File: src/rtl/ram_dist_reader.sv
// Burst reader for a distributed RAM: walks read_address from base_address and streams words out with valid/ready.
// Define RAM_DIST_READER_LOOP_EN to add loop_enable, which repeats the burst until abort or reset.
module ram_dist_reader #(
    parameter int RAM_WIDTH     = 16,
    parameter int RAM_ADDR_BITS = 10
) (
    input  logic                     clock,
    input  logic                     reset,
`ifdef RAM_DIST_READER_LOOP_EN
    input  logic                     loop_enable,
`endif
    input  logic                     start,
    input  logic [RAM_ADDR_BITS-1:0] base_address,
    input  logic [RAM_ADDR_BITS:0]   length,
    input  logic                     abort,
    output logic [RAM_ADDR_BITS-1:0] read_address,
    input  logic [RAM_WIDTH-1:0]     ram_data,
    output logic [RAM_WIDTH-1:0]     out_data,
    output logic                     out_valid,
    input  logic                     out_ready,
    output logic                     busy,
    output logic                     done
);

    typedef enum logic [1:0] {
        IDLE,
        FETCH,
        DRAIN
    } state_t;

    localparam logic [RAM_ADDR_BITS:0] COUNT_ONE = {{RAM_ADDR_BITS{1'b0}}, 1'b1};

    state_t                   state_q, state_d;
    logic [RAM_ADDR_BITS:0]   count_q, count_d;
    logic [RAM_ADDR_BITS-1:0] addr_d;
    logic [RAM_WIDTH-1:0]     data_d;
    logic                     valid_d;
    logic                     done_d;

`ifdef RAM_DIST_READER_LOOP_EN
    logic [RAM_ADDR_BITS-1:0] base_q;
    logic [RAM_ADDR_BITS:0]   len_q;
    logic                     loop_q;

    always_ff @(posedge clock or posedge reset) begin
        if (reset) begin
            base_q <= '0;
            len_q  <= '0;
            loop_q <= 1'b0;
        end else if (state_q == IDLE && start && !abort) begin
            base_q <= base_address;
            len_q  <= length;
            loop_q <= loop_enable;
        end
    end
`endif

    always_ff @(posedge clock or posedge reset) begin
        if (reset) begin
            state_q      <= IDLE;
            read_address <= '0;
            count_q      <= '0;
            out_data     <= '0;
            out_valid    <= 1'b0;
            done         <= 1'b0;
        end else begin
            state_q      <= state_d;
            read_address <= addr_d;
            count_q      <= count_d;
            out_data     <= data_d;
            out_valid    <= valid_d;
            done         <= done_d;
        end
    end

    always_comb begin
        state_d = state_q;
        addr_d  = read_address;
        count_d = count_q;
        data_d  = out_data;
        valid_d = out_valid;
        done_d  = 1'b0;
        if (abort) begin
            state_d = IDLE;
            valid_d = 1'b0;
            count_d = '0;
        end else begin
            case (state_q)
                IDLE: begin
                    if (start) begin
                        if (length != '0) begin
                            state_d = FETCH;
                            addr_d  = base_address;
                            count_d = length;
                        end else begin
                            done_d = 1'b1;
                        end
                    end
                end
                FETCH: begin
                    // Capture into the output register whenever it is empty or being drained this cycle.
                    if (!out_valid || out_ready) begin
                        data_d  = ram_data;
                        valid_d = 1'b1;
                        addr_d  = read_address + 1'b1;
                        count_d = count_q - 1'b1;
                        if (count_q == COUNT_ONE) begin
`ifdef RAM_DIST_READER_LOOP_EN
                            if (loop_q) begin
                                addr_d  = base_q;
                                count_d = len_q;
                            end else begin
                                state_d = DRAIN;
                            end
`else
                            state_d = DRAIN;
`endif
                        end
                    end
                end
                DRAIN: begin
                    if (out_valid && out_ready) begin
                        valid_d = 1'b0;
                        state_d = IDLE;
                        done_d  = 1'b1;
                    end
                end
                default: state_d = IDLE;
            endcase
        end
    end

    assign busy = (state_q != IDLE);

endmodule

File: config.mk
export PLATFORM = sky130hd
export DESIGN_NAME = ram_dist_reader
export DESIGN_NICKNAME = d
export VERILOG_FILES = /design/src/rtl/ram_dist_reader.sv
export SDC_FILE = /design/constraint.sdc
export NUM_CORES = 1
export LEC_CHECK = 0
export ABC_AREA = 1
export CAP_MARGIN = 15
export CORE_ASPECT_RATIO = 0.7
export CORE_MARGIN = 4
export CORE_UTILIZATION = 48
export DETAILED_ROUTE_END_ITERATION = 7
export GPL_TIMING_DRIVEN = 0
export PLACE_DENSITY = 0.78
export SYNTH_ARGS = -nofsm -noshare
export SYNTH_HDL_FRONTEND = slang
export SYNTH_SLANG_ARGS = --single-unit
File: constraint.sdc
create_clock -name clock -period 1.7 [get_ports clock]
set_input_delay 0.17 -clock clock [delete_from_list [all_inputs] [get_ports clock]]
set_output_delay 0.17 -clock clock [all_outputs]
set_load 0.03 [all_outputs]
-- Yosys cells after proc, flatten, opt, wreduce, memory -nomap -nowiden
Cells that the tools add are included.
- register bits after elaboration: 41
- input port bits: 42
- output and inout port bits: 29
- logic and storage cells: 59
- add/subtract/negate cells: 2
- equal/unequal tests: 11
- muxes and demuxes: 25
- bitwise operators: 1
- reductions and logical operators: 14
- operators by type and width (cell ; number):
    11-bit two-way mux ; 4
    10-bit two-way mux ; 3
    11-bit case mux with 2 select lines ; 1
    10-bit case mux with 2 select lines ; 1
    3-bit != test (second input constant) ; 5
    2-bit two-way mux ; 6
    11-bit by 1-bit equality test with 1-bit output (second input constant) ; 1
    11-bit nonzero test ; 1
    11-bit by 1-bit subtractor with 11-bit output (second input constant) ; 1
    10-bit by 1-bit adder with 10-bit output (second input constant) ; 1
    5-bit AND reduction ; 2
    1-bit two-way mux ; 7
    2-bit != test (second input constant) ; 3
    2-bit case mux with 3 select lines ; 1
    3-bit AND reduction ; 2
    3-bit nonzero test ; 2
    1-bit case mux with 2 select lines ; 2
    4-bit AND reduction ; 1
    2-bit nonzero test ; 2
    2-bit by 1-bit equality test with 1-bit output (second input constant) ; 1
    2-bit equality test (second input constant) ; 1
    2-bit zero test ; 1
    1-bit logical AND ; 1
    1-bit zero test ; 1
    other kinds (2) ; 2

-- Depth between registers and ports, before layout
- depth in word-level cells: 5
- mapped depth: 10
- mapped depth without buffers: 9

-- Worst setup path before layout
Ideal clock, no wire load.
- path kind: reg2reg
- start point: reg read_address[0]
- end point: reg read_address[8]
- setup time: 0.120 ns
- data arrival time: 1.387 ns
- required time: 1.580 ns
- slack: 0.193 ns
- cell stages (with the launch flop): 9
- buffers on the path: 0
- period minus slack after synthesis: 1.507 ns
- cells stage by stage: dfrtp_1 ha_1 nand3_1 nor2_1 nand3_1 nand2_1 nand2_1 o21ai_1 nand2_1
- cells in the longest elaborated chain, start to end: 3
- RTL lines (item ; line ; RTL):
    from (decl) ; 16 ; output logic [RAM_ADDR_BITS-1:0] read_address,
    from (signal assigned) ; 68 ; read_address <= addr_d;
    10-bit by 1-bit adder with 10-bit output ; 105 ; addr_d = read_address + 1'b1;
    10-bit two-way mux ; 102 ; if (!out_valid || out_ready) begin
    10-bit case mux with 2 select lines ; 88 ; case (state_q)
Every way passes these cells. The select of a mux whose other input is x is not followed.
A chain may end at the register's enable or synchronous reset.

-- Final worst setup path
- start point: reg read_address[3]
- end point: out read_address[3]
No word-level cell between the ends.

==> impl_metrics.csv <==
group,metric,value,unit
floorplanning,die_h,68.3,um
synthesis,yosys_warnings,0,
worst_setup_path,cp.arrival,1.46,ns
synthesis,synth.top_cell.area_share,41.1,%
worst_setup_path,endpoint_kind,"output pin",
detailed_routing,avgViaCountPerCell,5.03,
synthesis,synthCells,313,
cts,cts.sinks,41,
cts,cts_made_buffers,5,
cts,clk-insertion-delay-late,0.30,ns
run_status,outcome,"finished clean",
worst_setup_path,critPathSlowestCell,"clkdlybuf4s50_1",
global_route,grt_pass1_vias,2179,
synthesis,synth.avg_cell_area,7.97,um^2
finish,layout_commonest_cell,"nand2_1",
global_route,track_usage,20.7,%
sta,rsz0062_at_grt,"false",
cts,cts_tree,"built",
floorplanning,core_area,0.00491,mm^2
finish,final_cell_mix,"nand2_1 (104), clkdlybuf4s50_1 (68), dfrtp_1 (41)",
cts,cts_buffer_depth,2,
sta,period_share,96.1,%
global_route,grt-busiest-layer,"met2",
sta,clock_skew,0.00948,ns
finish,antennaDiodeCount,0,
sta,fin_crit,1.63,ns
synthesis,synth_top_area_cell,"dfrtp_1",
worst_setup_path,regToRegSetupSlack,0.14,ns
global_route,grt_use_met1,28.8,%
cts,clockRootBuffer,"clkbuf_8",
worst_setup_path,slowest_delay,0.71,ns
cts,cts_resized,1,
finish,drive_gt1_share,13.6,%
sta,max_freq,612,MHz
detailed_routing,antenna_left,0,
pwr,p_per_area,1840,mW/mm^2
cts,htree_num_levels,2,
detailed_routing,drt_drc_violations_left,0,
place,io_buffers,69,
synthesis,ys_ff_latch,41,
worst_setup_path,crit_chain,"clkdlybuf4s50_1",
detailed_routing,wl_per_cell,13.7,um
synthesis,yosysSeqAreaShare,41.1,%
floorplanning,ioPinCount,71,
synthesis,synth_area,0.00250,mm^2
worst_setup_path,worst_setup_path_start_kind,"flop",
global_route,grt_max_degree,42,
detailed_routing,drtIter0Drc,216,
place,gp_congestion,0.842,
floorplanning,start_util,50.8,%
cts,postCtsHoldBufs,0,
floorplanning,die_w,94.2,um
detailed_routing,vias,2310,
run,maxCapViolations,0,
worst_setup_path,critPathBufInv,1,
pwr,cellLeakagePower,0.00162,uW
global_route,grt_util_met3,6.37,%
synthesis,synth_cell_type_count,31,
sta,worst_pin_slew,0.859,ns
worst_setup_path,cp_max_fo,5,
pwr,peakVddDrop,1040,uV
floorplanning,dieArea,0.00644,mm^2
synthesis,synth_area_leaders,"dfrtp_1 (41%), nand2_1 (16%), nor2_1 (5.7%)",
sta,relSlewSlack,42.6,%
sta,report.final.setup_viol,0,
detailed_routing,firstDrtPassIters,5,
sta,hold_violations,0,
global_route,antenna_found_initial,0,
place,dpl.hpwl,4.76,mm
finish,area_growth,34.9,%
pwr,power,6190,uW
floorplanning,row_count,21,
finish,fin_nets,434,
hold_path,hold_class,"input port to flop",
detailed_routing,routed_wirelength,6.30,mm
worst_setup_path,crit_required,1.53,ns
worst_setup_path,worstSetupPathType,"flop to output pin",
sta,slew_violations,0,
synthesis,syn_nets,358,
global_route,grt_pass1_wl,10.3,mm
worst_setup_path,path_delay_family,"buffers and inverters",
global_route,grt.overflow.total,0,
cts,clk_pin_slew_worst_paths,0.09,ns
sta,whs,0.233,ns
global_route,use_met2,31.1,%
cts,post_cts_buffers,0,
-- metal layers --
metal | part of all wire, % | routed length, um | vias to the layer above
li1 | - | - | 1150
met1 | 47 | 2940 | 1068
met2 | 44 | 2780 | 90
met3 | 8.6 | 541 | 2
met4 | 0.59 | 37 | 0
met5 | 0 | 0 | -
-- per-stage QoR --
stage	area (um^2)	setup WS [ns]	util (%)	TNS, ns	std cells
after floorplan	2500	0.193	-	0	313
after global placement	3270	-0.365	66.6	-14.89	451
after detailed placement	3270	-0.0256	66.6	-0.0256	451
after CTS	3370	0.0767	68.6	0	459
after global routing	3370	0.0151	68.6	0	459
final	3370	0.0662	68.6	0	459
-- report_power, final --
| group | switching (uW) | total [uW] | leakage (uW) | internal [uW] |
|---|---|---|---|---|
| Clock | 374 | 704 | 0.0000512 | 330 |
| Combinational | 2100 | 3610 | 0.00106 | 1510 |
| Sequential | 436 | 1880 | 0.000509 | 1440 |
| Total | 2910 | 6190 | 0.00162 | 3280 |
-- cells in the mapped netlist --
cell,number
nand2_1,104
dfrtp_1,41
nor2_1,38
inv_1,24
nand3_1,17
o21ai_0,15
mux2_4,9
a21oi_1,8
mux2_2,7
nand4_1,7
inv_2,6
buf_6,5
xor2_1,4
ha_1,3
nand2_4,3
nor2_4,3
nor2_8,2
o21ai_1,2
o21ai_2,2
o21bai_1,2
a22oi_1,1
buf_4,1
inv_4,1
nand2_2,1
nand3_2,1
nand3_4,1
nor2_2,1
nor3_1,1
o22ai_1,1
or2_2,1
xnor2_1,1
-- path summary, 6_finish.rpt --
kind,start,endpoint,depth (start not counted)
hold / removal,abort,state_q[0]$_DFFE_PP0P_,4
hold reg to reg,count_q[10]$_DFFE_PP0P_,count_q[10]$_DFFE_PP0P_,2
setup reg to reg,read_address[0]$_DFFE_PP0P_,read_address[8]$_DFFE_PP0P_,8
setup / recovery,read_address[3]$_DFFE_PP0P_,read_address[3],1
min in group asynchronous,reset,out_data[14]$_DFFE_PP0P_,2
max in group asynchronous,reset,count_q[4]$_DFFE_PP0P_,2
-- logic make-up after synthesis --
group | after synthesis | synth area share (%)
DFF | 41 | 41.1
muxes | 16 | 8.57
buffers and inverters | 37 | 7.32
AOI/OAI and AO/OA | 31 | 6.87
xor gates and xnor gates | 5 | 1.75
and+or+nand+nor | 180 | 32.9
adders and majority gates | 3 | 1.50
-- sequential cells by signal (all words and copies together), names as in the netlist --
name          cells
read_address     10
state_q           2
out_data         16
out_valid         1
count_q          11
done              1
-- layout make-up --
| type | count | area (um^2) |
|---|---|---|
| Clock buffer | 6 | 82.6 |
| Timing Repair Buffer | 69 | 689 |
| Sequential cell | 41 | 1030 |
| Inverter | 31 | 119 |
| Clock inverter | 2 | 13.8 |
| Buffer | 6 | 63.8 |
| Fill cell | 408 | 1550 |
| Multi-Input combinational cell | 235 | 1290 |
| Tap cell | 69 | 86.3 |
Note: power is estimated with default switching activity, not from simulation.
